--- config.mk ---
export PLATFORM = sky130hd
export DESIGN_NAME = counter_seq_ctrl_flat
export DESIGN_NICKNAME = d
export VERILOG_FILES = /design/src/rtl/counter_seq_ctrl_pkg.sv /design/src/rtl/counter_seq_ctrl_if.sv /design/src/rtl/counter_seq_ctrl_sat_counter.sv /design/src/rtl/counter_seq_ctrl.sv /design/src/flat_wrapper.sv
export SDC_FILE = /design/constraint.sdc
export NUM_CORES = 1
export LEC_CHECK = 0
export BUFFER_PORTS_ARGS = -buffer_cell sky130_fd_sc_hd__clkbuf_2
export CAP_MARGIN = 20
export CORE_AREA = 2 2 79 73
export DETAILED_ROUTE_END_ITERATION = 10
export DIE_AREA = 0 0 81 75
export MAX_ROUTING_LAYER = met4
export PLACE_DENSITY = 0.73
export REMOVE_ABC_BUFFERS = 1
export SLEW_MARGIN = 20
export SYNTH_ARGS = -nofsm -noshare
export SYNTH_HDL_FRONTEND = slang
export SYNTH_SLANG_ARGS = --single-unit
--- constraint.sdc ---
create_clock -name clock -period 2.6 [get_ports clock]
set_clock_uncertainty 0.15 [all_clocks]
set_input_delay 0.26 -clock clock [delete_from_list [all_inputs] [get_ports clock]]
set_output_delay 0.26 -clock clock [all_outputs]
set_load 0.005 [all_outputs]
--- src/rtl/counter_seq_ctrl_pkg.sv ---
// Shared state encoding, default widths and accept-time next-state helper for counter_seq_ctrl.
// Pure declarations; no latency or backpressure of its own.
package counter_seq_ctrl_pkg;

  localparam int DEF_GAP_W = 8;
  localparam int DEF_NUM_W = 8;
  localparam int DEF_CNT_W = 4;
  localparam int DEF_OVF_W = 8;

  typedef enum logic [1:0] {
    ST_IDLE  = 2'd0,
    ST_GAP   = 2'd1,
    ST_PULSE = 2'd2,
    ST_DONE  = 2'd3
  } state_t;

  // A zero-pulse burst completes immediately; a zero gap skips the idle phase.
  function automatic state_t accept_state(input logic num_zero, input logic gap_zero);
    if (num_zero) return ST_DONE;
    if (gap_zero) return ST_PULSE;
    return ST_GAP;
  endfunction

endpackage

--- src/rtl/counter_seq_ctrl_if.sv ---
// Host-side control/status bundle for counter_seq_ctrl: burst request in, burst status out.
// Level/strobe signals only, no backpressure; status is registered inside the sequencer.
interface counter_seq_ctrl_if
  import counter_seq_ctrl_pkg::*;
#(
  parameter int GAP_W = DEF_GAP_W,
  parameter int NUM_W = DEF_NUM_W,
  parameter int CNT_W = DEF_CNT_W,
  parameter int OVF_W = DEF_OVF_W
) ();

  logic             start;
  logic             abort;
  logic [GAP_W-1:0] gap_len;
  logic [NUM_W-1:0] pulse_num;
  logic             busy;
  logic             done;
  logic [NUM_W-1:0] pulses_sent;
  logic [OVF_W-1:0] ovf_cnt;
  logic [CNT_W-1:0] final_q;

  modport master (
    output start, abort, gap_len, pulse_num,
    input  busy, done, pulses_sent, ovf_cnt, final_q
  );

  modport slave (
    input  start, abort, gap_len, pulse_num,
    output busy, done, pulses_sent, ovf_cnt, final_q
  );

endinterface

--- src/rtl/counter_seq_ctrl_sat_counter.sv ---
// Saturating up-counter with synchronous clear (clear wins over increment).
// One-cycle update latency; holds at all-ones instead of wrapping.
module sat_counter #(
  parameter int W = 8
) (
  input  logic         clock,
  input  logic         rst_n,
  input  logic         clr,
  input  logic         inc,
  output logic [W-1:0] cnt
);

  always_ff @(posedge clock) begin
    if (!rst_n) begin
      cnt <= '0;
    end else if (clr) begin
      cnt <= '0;
    end else if (inc && (cnt != '1)) begin
      cnt <= cnt + W'(1);
    end
  end

endmodule

--- src/rtl/counter_seq_ctrl.sv ---
// Drives the counter IP enable as gap_len idle cycles then a one-cycle pulse, pulse_num times.
// First cin gap_len+1 cycles after start accept; start ignored while busy, abort returns to IDLE.
module counter_seq_ctrl
  import counter_seq_ctrl_pkg::*;
#(
  parameter int GAP_W = DEF_GAP_W,
  parameter int NUM_W = DEF_NUM_W,
  parameter int CNT_W = DEF_CNT_W,
  parameter int OVF_W = DEF_OVF_W
) (
  input  logic             clock,
  input  logic             rst_n,
  counter_seq_ctrl_if.slave ctrl,
  output logic             cin,
  input  logic             cout,
  input  logic [CNT_W-1:0] q
);

  localparam logic [GAP_W-1:0] GAP_ONE = GAP_W'(1);
  localparam logic [NUM_W-1:0] NUM_ONE = NUM_W'(1);

  state_t           state_r, state_nxt;
  logic [GAP_W-1:0] gap_len_r, gap_len_nxt;
  logic [GAP_W-1:0] gap_cnt_r, gap_cnt_nxt;
  logic [NUM_W-1:0] pulse_num_r, pulse_num_nxt;
  logic [NUM_W-1:0] sent_r, sent_nxt;
  logic             ovf_clr;
  logic             cin_r, busy_r, done_r;
  logic [CNT_W-1:0] final_q_r;
  logic [OVF_W-1:0] ovf_cnt;

  always_comb begin
    state_nxt     = state_r;
    gap_len_nxt   = gap_len_r;
    gap_cnt_nxt   = gap_cnt_r;
    pulse_num_nxt = pulse_num_r;
    sent_nxt      = sent_r;
    ovf_clr       = 1'b0;
    case (state_r)
      ST_IDLE: begin
        if (ctrl.start && !ctrl.abort) begin
          gap_len_nxt   = ctrl.gap_len;
          pulse_num_nxt = ctrl.pulse_num;
          gap_cnt_nxt   = '0;
          sent_nxt      = '0;
          ovf_clr       = 1'b1;
          state_nxt     = accept_state(ctrl.pulse_num == '0, ctrl.gap_len == '0);
        end
      end
      ST_GAP: begin
        if (ctrl.abort) begin
          state_nxt = ST_IDLE;
        end else if (gap_cnt_r == (gap_len_r - GAP_ONE)) begin
          state_nxt = ST_PULSE;
        end else begin
          gap_cnt_nxt = gap_cnt_r + GAP_ONE;
        end
      end
      ST_PULSE: begin
        // The pulse on the wire this cycle is counted even when aborting.
        sent_nxt = sent_r + NUM_ONE;
        if (ctrl.abort) begin
          state_nxt = ST_IDLE;
        end else if ((sent_r + NUM_ONE) == pulse_num_r) begin
          state_nxt = ST_DONE;
        end else if (gap_len_r == '0) begin
          state_nxt = ST_PULSE;
        end else begin
          gap_cnt_nxt = '0;
          state_nxt   = ST_GAP;
        end
      end
      ST_DONE: state_nxt = ST_IDLE;
      default: state_nxt = ST_IDLE;
    endcase
  end

  always_ff @(posedge clock) begin
    if (!rst_n) begin
      state_r     <= ST_IDLE;
      gap_len_r   <= '0;
      gap_cnt_r   <= '0;
      pulse_num_r <= '0;
      sent_r      <= '0;
      cin_r       <= 1'b0;
      busy_r      <= 1'b0;
      done_r      <= 1'b0;
      final_q_r   <= '0;
    end else begin
      state_r     <= state_nxt;
      gap_len_r   <= gap_len_nxt;
      gap_cnt_r   <= gap_cnt_nxt;
      pulse_num_r <= pulse_num_nxt;
      sent_r      <= sent_nxt;
      cin_r       <= (state_nxt == ST_PULSE);
      busy_r      <= (state_nxt == ST_GAP) || (state_nxt == ST_PULSE);
      done_r      <= (state_nxt == ST_DONE);
      if (state_r == ST_DONE) begin
        final_q_r <= q;
      end
    end
  end

  // Only an enabled cycle with carry-out is a real wrap of the counter IP.
  sat_counter #(.W(OVF_W)) u_ovf_cnt (
    .clock (clock),
    .rst_n (rst_n),
    .clr   (ovf_clr),
    .inc   (cin_r & cout),
    .cnt   (ovf_cnt)
  );

  assign cin              = cin_r;
  assign ctrl.busy        = busy_r;
  assign ctrl.done        = done_r;
  assign ctrl.pulses_sent = sent_r;
  assign ctrl.ovf_cnt     = ovf_cnt;
  assign ctrl.final_q     = final_q_r;

endmodule
--- src/flat_wrapper.sv ---
// flat-port wrapper written by rule: the top's interface ports become plain ports
module counter_seq_ctrl_flat import counter_seq_ctrl_pkg::*;
#(
  parameter int GAP_W = DEF_GAP_W,
  parameter int NUM_W = DEF_NUM_W,
  parameter int CNT_W = DEF_CNT_W,
  parameter int OVF_W = DEF_OVF_W
)
  (clock, rst_n, cin, cout, q, ctrl_start, ctrl_abort, ctrl_gap_len, ctrl_pulse_num, ctrl_busy, ctrl_done, ctrl_pulses_sent, ctrl_ovf_cnt, ctrl_final_q);
  counter_seq_ctrl_if #(.GAP_W(GAP_W), .NUM_W(NUM_W), .CNT_W(CNT_W), .OVF_W(OVF_W)) ctrl_i ();
  input  logic clock;
  input  logic rst_n;
  output logic cin;
  input  logic cout;
  input  logic [CNT_W-1:0] q;
  input wire logic [$bits(ctrl_i.start)-1:0] ctrl_start;
  input wire logic [$bits(ctrl_i.abort)-1:0] ctrl_abort;
  input wire logic [$bits(ctrl_i.gap_len)-1:0] ctrl_gap_len;
  input wire logic [$bits(ctrl_i.pulse_num)-1:0] ctrl_pulse_num;
  output wire logic [$bits(ctrl_i.busy)-1:0] ctrl_busy;
  output wire logic [$bits(ctrl_i.done)-1:0] ctrl_done;
  output wire logic [$bits(ctrl_i.pulses_sent)-1:0] ctrl_pulses_sent;
  output wire logic [$bits(ctrl_i.ovf_cnt)-1:0] ctrl_ovf_cnt;
  output wire logic [$bits(ctrl_i.final_q)-1:0] ctrl_final_q;
  assign ctrl_i.start = ctrl_start;
  assign ctrl_i.abort = ctrl_abort;
  assign ctrl_i.gap_len = ctrl_gap_len;
  assign ctrl_i.pulse_num = ctrl_pulse_num;
  assign ctrl_busy = ctrl_i.busy;
  assign ctrl_done = ctrl_i.done;
  assign ctrl_pulses_sent = ctrl_i.pulses_sent;
  assign ctrl_ovf_cnt = ctrl_i.ovf_cnt;
  assign ctrl_final_q = ctrl_i.final_q;
  counter_seq_ctrl #(.GAP_W(GAP_W), .NUM_W(NUM_W), .CNT_W(CNT_W), .OVF_W(OVF_W)) u_core (.clock(clock), .rst_n(rst_n), .ctrl(ctrl_i), .cin(cin), .cout(cout), .q(q));
endmodule
Yosys cells after proc, flatten, opt, wreduce, memory -nomap -nowiden
Cells that the tools add are included.
{"block": "word_totals", "reg_bits": 49, "out_inout_bits": 23, "input_bits": 25, "word_cells": 73}
{"block": "op_classes", "add_sub_neg": 4, "n_reduce_logical": 14, "eq_ne": 15, "muxes": 28, "bitwise_logic": 2}
{"op": "two-way mux 8 bit", "count": 6}
{"op": "adder 8 x 1 -> 8 bit (second input constant)", "count": 3}
{"op": "zero test 8 bit", "count": 3}
{"op": "case mux 8 bit (3 select lines)", "count": 1}
{"op": "two-way mux 2 bit", "count": 10}
{"op": "equality test 8 bit", "count": 2}
{"op": "case mux 8 bit (2 select lines)", "count": 1}
{"op": "!= test 2 bit (second input constant)", "count": 5}
{"op": "two-way mux 1 bit", "count": 9}
{"op": "equality test 2 bit (second input constant)", "count": 4}
{"op": "!= test 8 bit (second input constant)", "count": 1}
{"op": "case mux 2 bit (4 select lines)", "count": 1}
{"op": "subtractor 8 x 1 -> 8 bit (second input constant)", "count": 1}
{"op": "AND reduction 7 bit", "count": 1}
{"op": "equality test 2 x 1 -> 1 bit (second input constant)", "count": 2}
{"op": "AND reduction 2 bit", "count": 2}
{"op": "nonzero test 3 bit", "count": 1}
{"op": "logical AND 1 bit", "count": 2}
{"op": "zero test 2 bit", "count": 1}
{"op": "!= test 2 x 1 -> 1 bit (second input constant)", "count": 1}
{"op": "nonzero test 2 bit", "count": 1}
{"op": "OR reduction 2 bit", "count": 1}
{"op": "AND 1 bit", "count": 1}
{"op": "zero test 1 bit", "count": 1}
{"op": "2 further kinds", "count": 2}

Depth between registers and ports, before layout
Gate-level depths: netlist (run 1).
{"block": "depth", "ltp_word": 13, "depth_mapped": 11, "depth_no_buf": 10}

Hierarchy
A second synthesis (run 1) with hierarchy kept.
{"block": "unflattened", "cells_unflattened": 342, "hier_area_um2": 2836.5}
{"mod": "counter_seq_ctrl", "n_inst": 1, "seq_area_each_um2": 820.8, "area_each_um2": 2414.8, "cells_each": 296}
{"mod": "sat_counter", "n_inst": 1, "seq_area_each_um2": 160.2, "area_each_um2": 421.7, "cells_each": 46}

Worst setup path after synthesis (run 1)
OpenSTA, ideal clock, no wires.
{"block": "synth_path", "path_kind": "register to register", "from": "register u_core.gap_len_r[0]", "to": "register u_core.busy_r (netlist: u_core.ctrl.busy)", "arrival_ps": 2315, "stages_incl_launch_ff": 12, "n_path_buf": 1, "t_required_ps": 2385, "setup_slack_ps": 70, "setup_ps": 65, "synth_period_minus_slack_ps": 2530, "path_cell_list": "dfxtp_1 -> clkbuf_1 -> inv_1 -> ha_1 -> nand2b_1 -> o211a_1 -> o31a_1 -> a2111oi_4 -> nor3_2 -> a211oi_2 -> ha_1 -> nor2_1"}
{"block": "synth_via", "elab_chain_len": 7, "word_cells_on_any_way": 12, "cone_classes": "1 x add/sub; 3 x eq/ne; 6 x mux; 2 x reduce/logical"}
{"element": "from (decl)", "line_no": "counter_seq_ctrl.sv:23", "text": "logic [GAP_W-1:0] gap_len_r, gap_len_nxt;"}
{"element": "from (signal assigned)", "line_no": "counter_seq_ctrl.sv:91", "text": "gap_len_r <= gap_len_nxt;"}
{"element": "subtractor 8 x 1 -> 8 bit or zero test 8 bit (tied branches)", "line_no": "counter_seq_ctrl.sv:53, counter_seq_ctrl.sv:66"}
{"element": "equality test 8 bit or two-way mux 2 bit (tied branches)", "line_no": "counter_seq_ctrl.sv:53, counter_seq_ctrl.sv:66"}
{"element": "two-way mux 2 bit, on equally long branches", "line_no": "counter_seq_ctrl.sv:53, counter_seq_ctrl.sv:64"}
{"element": "two-way mux 2 bit, on equally long branches", "line_no": "counter_seq_ctrl.sv:51, counter_seq_ctrl.sv:62"}
{"element": "case mux 2 bit (4 select lines) (*)", "line_no": "counter_seq_ctrl.sv:39", "text": "case (state_r)"}
{"element": "equality test 2 x 1 -> 1 bit or equality test 2 bit (tied branches)", "line_no": "counter_seq_ctrl.sv:96", "text": "busy_r <= (state_nxt == ST_GAP) || (state_nxt == ST_PULSE);"}
{"element": "logical OR 1 bit (*)", "line_no": "counter_seq_ctrl.sv:96"}
{"element": "to (signal assigned)", "line_no": "counter_seq_ctrl.sv:96"}
{"element": "to (decl)", "line_no": "counter_seq_ctrl.sv:28", "text": "logic cin_r, busy_r, done_r;"}
Every way passes the cells marked *; elsewhere a longest branch is shown, timed or not.
A chain may end at the register's enable or synchronous reset.

Worst setup path after layout (run 1)
{"block": "layout_path", "from": "register u_core.gap_len_r[2]", "to": "register u_core.busy_r (netlist: u_core.ctrl.busy)"}
Same word-level chain as after synthesis.

==> impl_metrics.py, run 1 <==
metrics = {
    "logic_synthesis": {
        "yosys.area.top_type_share": 0.386,
        "syn_area_per_cell_um2": 8.05,
        "netlist_instances": 316,
        "muxShareOfSynthArea": 0.0118,
        "yosys-top-cells-area": "dfxtp_1 39%, nand2_1 8.4%, a21oi_1 7.3%",
        "synth-seq-area-share": 0.386,
        "synthAdderAreaFrac": 0.0295,
        "ys_seq_elements": 49,
        "synthArstFlopShare": 0,
        "synth-main-ff-cell": "dfxtp_1",
        "synth_edf_count": 0,
        "yosys.area_share.xor_xnor": 0.0758,
        "synth-simple-area-share": 0.280,
        "synthesis.area_um2": 2540,
        "synth_top_area_cell": "dfxtp_1",
        "synth_warnings": 0,
        "synth_top_family_by_area": "simple AND/OR/NAND/NOR gates",
        "synth.distinct_cells": 52,
        "synth_compound_area_frac": 0.192,
    },
    "floorplanning": {
        "die_h_um": 75,
        "start_util": 0.490,
        "die_w_um": 81,
        "rows": 25,
        "die-area_um2": 6080,
        "ioPinCount": 48,
        "coreArea_um2": 5190,
    },
    "setup_path": {
        "cp_data_required_time_ns": 2.70,
        "start_kind": "register",
        "crit_type": "register to register",
        "cp_top_family": "compound AO/OA/AOI/OAI gates",
        "path_buf_inv": 0,
        "critPathMaxStageDelay_ns": 0.45,
        "cp-end-kind": "register",
        "critPathMaxFanout": 5,
        "crit_chain": "or3_4, a2111oi_2, o21ai_1, a2111oi_4, nor3_2, a211oi_2, ha_1, nor2_1",
        "cp_slowest_cell": "a2111oi_4",
        "crit_arrival_ns": 2.60,
    },
    "clock_tree": {
        "clkTransAtPathRegs_ns": 0.10,
        "cts_buffer_depth": 2,
        "clock-sinks": 49,
        "cts_tree": "yes",
        "cts_made_buffers": 5,
        "clockRootBuffer": "clkbuf_8",
        "clkLatencyLatePin_ns": 0.31,
        "cts_max_level": 2,
    },
    "sta": {
        "setup_tns_ns": 0,
        "drv_slew": 0,
        "finalCriticalPeriod_ns": 2.50,
        "maxSlewHeadroom": 0.562,
        "postLayoutSetupSlackWorst_ns": 0.0991,
        "setup-violations-final": 0,
        "fmax_mhz": 400,
        "period_share": 0.962,
        "hold_viol_final": 0,
        "tightest_slew_ns": 0.656,
    },
    "placement": {
        "place_hpwl_um": 4380,
        "dpl_cell_area_um2": 2950,
        "io_buffers": 47,
        "gp_congestion": 0.894,
        "preCtsSetupSlack_ns": 0.0615,
    },
    "drt": {
        "routedWlPerCell_um": 13.5,
        "routed_wl_um": 5980,
        "routed_via_density": 5.45,
        "antenna_left": 0,
        "via_count": 2419,
        "drt_pre_antenna_iters": 4,
        "drt-initial-drc-count": 133,
        "drc_errors": 0,
    },
    "flow_run": {
        "drv_cap": 0,
    },
    "cells_and_area": {
        "drive_gt1_frac": 0.236,
        "layout.nets": 407,
        "diodes": 0,
        "layout_commonest_cell": "nand2_1",
        "syn2layout_area_growth_pct": 20.9,
        "layout_common_cells": "57 x nand2_1, 47 x clkbuf_2, 47 x dfxtp_1, 37 x a21oi_1, 26 x nor2_1",
        "seqCellArea_um2": 983,
        "multiInputGateArea_um2": 1520,
        "final_core_util": 0.592,
        "design_area_um2": 3070,
        "fillerInstances": 486,
    },
    "global_routing": {
        "overflow": 0,
        "grt_pass1_vias": 2148,
        "antenna_found_initial": 0,
        "grt_usage": 0.214,
        "grt_max_degree": 38,
        "grt_pass1_wl_um": 9800,
    },
    "power": {
        "p_total_mw": 1.42,
        "power_density_nw_per_um2": 462,
        "p_leak_nw": 1.26,
        "ir_drop_mv": 0.381,
    },
    "status": {
        "status": "complete, no violations",
    },
    "worst_hold_path": {
        "hp-class": "input port to register",
    },
}
## Yosys cell counts, types with 4 or more instances
library cell / instances
a211oi_1: 4
a21oi_1: 37
and3_1: 7
clkbuf_1: 11
dfxtp_1: 49
ha_1: 6
inv_1: 4
nand2_1: 57
nand2b_1: 6
nand3_1: 19
nor2_1: 26
nor3_1: 7
nor4_1: 6
o21a_1: 5
o21ai_0: 5
xnor2_1: 10
xor2_1: 12
## worst paths after layout
kind	start	endpoint	slack [ns]	cells past startpoint
worst max-delay path	u_core.gap_len_r[2]	u_core.ctrl.busy	0.1	8
worst min-delay path	q[1]	u_core.ctrl.final_q[1]	0.02	3
worst max register to register	u_core.gap_len_r[2]	u_core.ctrl.busy	0.1	8
worst min register to register	u_core.ctrl.final_q[2]	u_core.ctrl.final_q[2]	0.30	2
## flip-flops by register name (all words and copies together) (netlist names)
register and cells:
u_core.ctrl.done 1, u_core.ctrl.busy 1, u_core.ctrl.final_q 4, u_core.u_ovf_cnt.cnt 8, u_core.cin 1, u_core.gap_len_r 8
u_core.ctrl.pulses_sent 8, u_core.gap_cnt_r 8, u_core.pulse_num_r 8, u_core.state_r 2
## timing repair
item	in CTS	in global routing
hold buffers	0	0
resized for setup	0	7
setup endpoints to repair	0	4
setup buffers	0	1
## where the power goes
group	leakage [nW]	switching [mW]	internal, mW	total (mW)
clock network	0.0447	0.276	0.195	0.470
logic	0.821	0.100	0.0750	0.175
registers	0.398	0.0116	0.764	0.776
## cell type report
type / count / area share
Clock inverter: 3 / 0.00814
Sequential cell: 49 / 0.320
Clock buffer: 5 / 0.0224
Multi-Input combinational cell: 250 / 0.496
Timing Repair Buffer: 65 / 0.120
Tap cell: 67 / 0.0273
Inverter: 5 / 0.00611
## per-layer routing
metal,global-route usage,wire [µm],vias up
met3,0.0456,273,2
met1,0.284,3020,1123
li1,-,-,1233
met2,0.332,2660,61
met4,0.0565,31,0
met5,-,0,-
## cell families (layout without fill, tap and decap cells)
| group | count (synthesis) | count (layout) |
|---|---|---|
| simple gates | 147 | 147 |
| compound gates | 72 | 72 |
| flops | 49 | 49 |
| xor+xnor | 22 | 22 |
| buf+inv | 17 | 78 |
| fa+ha+maj | 6 | 6 |
| mux | 3 | 3 |
## through the flow
| stage | std cells | hold slack, ns |
|---|---|---|
| CTS | 443 | 0.0135 |
| floorplan | 304 | 0.232 |
| finish | 444 | 0.0192 |
| global route | 444 | 0.00571 |
| detailed placement | 435 | 0.297 |
| global placement | 435 | 0.294 |
## worst min-delay path, stage by stage
cell and delay, ns:
clkbuf_2 0.08, nand3_1 0.05, a21oi_1 0.05
Power figures use the tool's default switching activity.
==> inputs of run 2 (changes only) <==
--- a/config.mk
+++ b/config.mk
@@ -7,11 +7,11 @@
 export LEC_CHECK = 0
 export BUFFER_PORTS_ARGS = -buffer_cell sky130_fd_sc_hd__clkbuf_2
 export CAP_MARGIN = 20
-export CORE_AREA = 2 2 79 73
+export CORE_AREA = 2 2 95 88
 export DETAILED_ROUTE_END_ITERATION = 10
-export DIE_AREA = 0 0 81 75
+export DIE_AREA = 0 0 97 90
 export MAX_ROUTING_LAYER = met4
-export PLACE_DENSITY = 0.73
+export PLACE_DENSITY = 0.51
 export REMOVE_ABC_BUFFERS = 1
 export SLEW_MARGIN = 20
 export SYNTH_ARGS = -nofsm -noshare
==> constraint.sdc (replaced) <==
create_clock -name clock -period 3 [get_ports clock]
set_clock_uncertainty 0.15 [all_clocks]
set_input_delay 0.3 -clock clock [delete_from_list [all_inputs] [get_ports clock]]
set_output_delay 0.3 -clock clock [all_outputs]
set_load 0.005 [all_outputs]
==> run 2 against run 1 <==
Net effect:
- global-route usage is 7.0 points lower
- worst hold slack better by 0.054 ns
- final cell count is 4.3% higher
- sequential power is 13% lower
- largest power group unchanged
- die area is 44% higher
- worst setup slack better by 0.18 ns
- routed wire length is 2.3% higher
- final area is 1.7% lower
- combinational power is 21% lower
- clock power is 6.4% higher
- critical path depth is 2 higher
- utilization is 20 points lower
==> impl_metrics.py, run 2 (synthesis gave the netlist of run 1 again) <==
metrics = {
    "setup_path": {
        "ff2ff_setup_slack_ns": 0.28,
        "start_kind": "register",
        "crit_chain": "inv_1, ha_1, nand2b_1, o211a_1, o31a_1, a2111oi_4, nor3_2, a211oi_2, ha_1, nor2_1",
        "cp_slowest_cell": "dfxtp_1",
        "rr_startpoint": "u_core.gap_len_r[0]",
        "crit_type": "register to register",
        "timing.critical_path.mode_cell": "ha_1",
        "crit_arrival_ns": 2.82,
        "reg2regPathDepth": 10,
        "critPathMaxStageDelay_ns": 0.45,
        "r2r_end": "u_core.ctrl.busy",
        "cp_data_required_time_ns": 3.09,
        "critPathMaxFanout": 8,
        "cp-end-kind": "register",
    },
    "floorplanning": {
        "ioPinCount": 48,
        "rows": 31,
        "die-area_um2": 8730,
        "die_h_um": 90,
        "coreArea_um2": 7800,
        "die_w_um": 97,
        "start_util": 0.326,
    },
    "clock_tree": {
        "cts_tree": "yes",
        "clkLatencyLatePin_ns": 0.30,
        "holdBufCountCts": 0,
        "ctsResizeCount": 0,
        "cts_buffer_depth": 2,
        "cts_made_buffers": 5,
        "cts_max_level": 2,
        "clock-sinks": 49,
        "cts_setup_buffers": 0,
        "clockRootBuffer": "clkbuf_8",
        "clkTransAtPathRegs_ns": 0.10,
    },
    "sta": {
        "fmax_mhz": 367,
        "rsz0062_at_grt": "false",
        "hold_viol_final": 0,
        "tightest_slew_ns": 0.691,
        "drv_slew": 0,
        "setup-violations-final": 0,
        "finalCriticalPeriod_ns": 2.72,
        "setup_tns_ns": 0,
        "period_share": 0.908,
        "maxSlewHeadroom": 0.539,
    },
    "drt": {
        "via_count": 2330,
        "drt_pre_antenna_iters": 4,
        "routedWlPerCell_um": 13.2,
        "antenna_left": 0,
        "routed_via_density": 5.03,
        "drt-initial-drc-count": 91,
        "drc_errors": 0,
        "routed_wl_um": 6120,
    },
    "cells_and_area": {
        "layout_commonest_cell": "nand2_1",
        "drive_gt1_frac": 0.192,
        "final_core_util": 0.388,
        "fillerInstances": 837,
        "layout.nets": 394,
        "multiInputGateArea_um2": 1510,
        "seqCellArea_um2": 981,
        "diodes": 0,
        "layout_common_cells": "57 x nand2_1, 49 x dfxtp_1, 47 x clkbuf_2, 37 x a21oi_1, 26 x nor2_1",
        "syn2layout_area_growth_pct": 18.8,
        "design_area_um2": 3020,
    },
    "worst_hold_path": {
        "hold-path-endpoint": "u_core.ctrl.final_q[2]",
        "hp-class": "input port to register",
        "hold_path.startpoint": "q[2]",
        "whs_path_depth": 3,
    },
    "global_routing": {
        "grt_pass1_wl_um": 10100,
        "grt_pass1_vias": 2035,
        "grt_usage": 0.144,
        "grt_max_degree": 38,
        "antenna_found_initial": 0,
        "overflow": 0,
    },
    "placement": {
        "place_hpwl_um": 4470,
        "io_buffers": 47,
        "dpl_cell_area_um2": 2900,
        "gp_congestion": 0.769,
    },
    "power": {
        "ir_drop_mv": 0.203,
        "power_density_nw_per_um2": 436,
        "p_total_mw": 1.32,
        "p_leak_nw": 1.20,
    },
    "status": {
        "status": "complete, no violations",
    },
    "flow_run": {
        "drv_cap": 0,
    },
}
==> run 2: how the worst max path moves through the flow <==
stage / cells past startpoint / slack [ns] / from / to
6_report: 10 / 0.28 / u_core.gap_len_r[0] / u_core.ctrl.busy
2_1_floorplan: 8 / 0.55 / u_core.gap_len_r[2] / u_core.ctrl.busy
3_5_place_dp: 10 / 0.28 / u_core.gap_len_r[0] / u_core.ctrl.busy
5_1_grt: 10 / 0.05 / u_core.gap_len_r[0] / u_core.ctrl.busy
4_1_cts: 10 / 0.25 / u_core.gap_len_r[0] / u_core.ctrl.busy
3_3_place_gp: 8 / 0.34 / u_core.gap_len_r[2] / u_core.ctrl.busy
==> run 2: critical path, delay by kind of cell (launching register included) <==
family | cells | cell delay [ns]
AOI/OAI and AO/OA | 4 | 1.02
adders and majority gates | 2 | 0.54
buffers and inverters | 1 | 0.10
DFF | 1 | 0.45
and+or+nand+nor | 3 | 0.40
==> run 2: cell type report <==
type | instances | share of cell area
tap | 99 | 0.0410
timing repair buffer | 52 | 0.0903
clock inverter | 2 | 0.0124
multi-input combinational | 250 | 0.498
clock buffer | 6 | 0.0273
sequential | 49 | 0.325
inverter | 5 | 0.00621
==> run 2: through the flow <==
stage	instances	hold slack, ns	worst slack [ns]
floorplan	304	0.272	0.548
finish	463	0.0730	0.275
global placement	455	0.295	0.344
detailed placement	455	0.301	0.280
global route	463	0.0610	0.0462
CTS	463	0.0676	0.255
==> run 2: per-layer routing <==
metal  wire [µm]  GRT usage
met1        3150      0.204
met2        2670      0.209
met3         250     0.0303
met4          51     0.0352
met5           0          -
==> run 2: power breakdown <==
group          internal (mW)  total, mW  switching [mW]  leakage (nW)
combinational         0.0577      0.139          0.0810         0.749
clock                  0.271      0.500           0.229        0.0574
sequential             0.662      0.677          0.0147         0.397
total                  0.991       1.32           0.325          1.20
==> inputs of run 3 (changes only) <==
--- a/config.mk
+++ b/config.mk
@@ -5,7 +5,7 @@
 export SDC_FILE = /design/constraint.sdc
 export NUM_CORES = 1
 export LEC_CHECK = 0
-export BUFFER_PORTS_ARGS = -buffer_cell sky130_fd_sc_hd__clkbuf_2
+export BUFFER_PORTS_ARGS = -buffer_cell sky130_fd_sc_hd__buf_4
 export CAP_MARGIN = 20
 export CORE_AREA = 2 2 95 88
 export DETAILED_ROUTE_END_ITERATION = 10
==> run 3 against run 2 <==
Net effect:
- combinational power up 8%
- critical endpoint unchanged
- register-to-register slack got worse by 0.02 ns
- final cell count grew 0.22%
- global-route usage rose by 0.15 points
- worst hold slack improved by 0.020 ns
- sequential power is essentially flat
- count of clock-buffer cells in the layout did not move
- sequential share of layout area shrank 1.2 points
- non-clock buffer count rose by 1
- sequential cell count unchanged
==> impl_metrics.py, run 3 (synthesis gave the netlist of run 1 again) <==
metrics = {
    "status": {
        "status": "complete, no violations",
    },
    "drt": {
        "drc_errors": 0,
        "routedWlPerCell_um": 13.2,
        "drt_pre_antenna_iters": 4,
        "drt-initial-drc-count": 109,
        "routed_wl_um": 6140,
        "routed_via_density": 4.99,
        "antenna_left": 0,
        "via_count": 2317,
    },
    "sta": {
        "rsz0062_at_grt": "false",
        "fmax_mhz": 365,
        "hold_viol_final": 0,
        "setup_tns_ns": 0,
        "finalCriticalPeriod_ns": 2.74,
        "postLayoutSetupSlackWorst_ns": 0.259,
        "maxSlewHeadroom": 0.562,
        "setup-violations-final": 0,
        "tightest_slew_ns": 0.657,
        "drv_slew": 0,
        "period_share": 0.914,
    },
    "global_routing": {
        "overflow": 0,
        "grt_pass1_vias": 2079,
        "antenna_found_initial": 0,
        "grt_usage": 0.145,
        "grt_pass1_wl_um": 10200,
        "grt_max_degree": 38,
    },
    "placement": {
        "preCtsSetupSlack_ns": 0.300,
        "gp_congestion": 0.783,
        "place_hpwl_um": 4550,
        "io_buffers": 47,
    },
    "setup_path": {
        "r2r_end": "u_core.ctrl.busy",
        "rr_startpoint": "u_core.gap_len_r[2]",
        "cp-end-kind": "register",
        "start_kind": "register",
        "critPathMaxFanout": 8,
        "crit_arrival_ns": 2.83,
        "cp_data_required_time_ns": 3.09,
        "ff2ff_setup_slack_ns": 0.26,
        "reg2regPathDepth": 8,
        "crit_type": "register to register",
        "crit_end": "u_core.ctrl.busy",
        "crit_start": "u_core.gap_len_r[2]",
    },
    "floorplanning": {
        "die_h_um": 90,
        "die-area_um2": 8730,
        "ioPinCount": 48,
        "start_util": 0.326,
        "coreArea_um2": 7800,
        "rows": 31,
        "die_w_um": 97,
    },
    "worst_hold_path": {
        "hp-class": "input port to register",
    },
    "clock_tree": {
        "cts_tree": "yes",
        "cts_buffer_depth": 2,
        "ctsResizeCount": 0,
        "clockRootBuffer": "clkbuf_8",
        "clock-sinks": 49,
        "clkLatencyLatePin_ns": 0.30,
        "clkTransAtPathRegs_ns": 0.09,
        "cts_made_buffers": 5,
        "holdBufCountCts": 0,
        "cts_setup_buffers": 0,
        "cts_max_level": 2,
    },
    "flow_run": {
        "drv_cap": 0,
    },
    "power": {
        "ir_drop_mv": 0.175,
        "p_total_mw": 1.30,
        "p_leak_nw": 1.24,
        "power_density_nw_per_um2": 414,
    },
    "cells_and_area": {
        "layout_commonest_cell": "nand2_1",
        "syn2layout_area_growth_pct": 23.4,
        "layout_common_cells": "57 x nand2_1, 53 x buf_4, 49 x dfxtp_1, 37 x a21oi_1, 26 x nor2_1",
        "diodes": 0,
        "drive_gt1_frac": 0.192,
        "layout.nets": 395,
    },
}
## run 3: final cells by class
class                   count  area (µm²)
inverters                   5        18.8
well taps                  99         124
multi-input cells         250        1510
fillers                   821        4660
clock inverters             2        38.8
flip-flops and latches     49         981
clock buffers               6        72.6
repair buffers             53         398
## run 3: worst max-delay path: stages, from the launching register on
cell       delay (ns)
dfxtp_1          0.37
or3_4            0.43
a2111oi_0        0.32
o21ai_1          0.16
a2111oi_4        0.40
nor3_2           0.17
a211oi_2         0.32
ha_1             0.28
nor2_1           0.08
## run 3: metrics by stage
stage	hold slack [ns]	cells	cell area (µm²)	util
finish	0.0933	464	3140	0.403
CTS	0.0881	464	3140	0.403
floorplan	0.272	304	2500	-
global placement	0.298	456	3030	0.388
global route	0.0807	464	3140	0.403
detailed placement	0.303	456	3030	0.388
## run 3: metal layers
| layer | part of all wire | track usage | vias to the layer above |
|---|---|---|---|
| li1 | - | - | 1215 |
| met5 | 0 | - | - |
| met1 | 0.52 | 0.206 | 1058 |
| met4 | 0.011 | 0.0352 | 0 |
| met2 | 0.43 | 0.211 | 36 |
| met3 | 0.034 | 0.0311 | 8 |
## run 3: where the power goes
| group | leakage (nW) | internal, mW | switching (mW) | total, mW |
|---|---|---|---|---|
| Sequential | 0.397 | 0.662 | 0.0125 | 0.675 |
| Clock | 0.0554 | 0.251 | 0.225 | 0.476 |
| Combinational | 0.789 | 0.0678 | 0.0824 | 0.150 |
## run 3: worst min path at each step
stage                              to  depth (start not counted)  slack [ns]                   start
2_1_floorplan              u_core.cin                          1        0.27                   rst_n
3_3_place_gp   u_core.ctrl.final_q[3]                          2        0.30  u_core.ctrl.final_q[3]
3_5_place_dp   u_core.ctrl.final_q[2]                          2        0.30  u_core.ctrl.final_q[2]
4_1_cts        u_core.ctrl.final_q[3]                          3        0.09                    q[3]
5_1_grt        u_core.ctrl.final_q[2]                          3        0.08                    q[2]
6_report          u_core.gap_len_r[4]                          3        0.09         ctrl_gap_len[4]
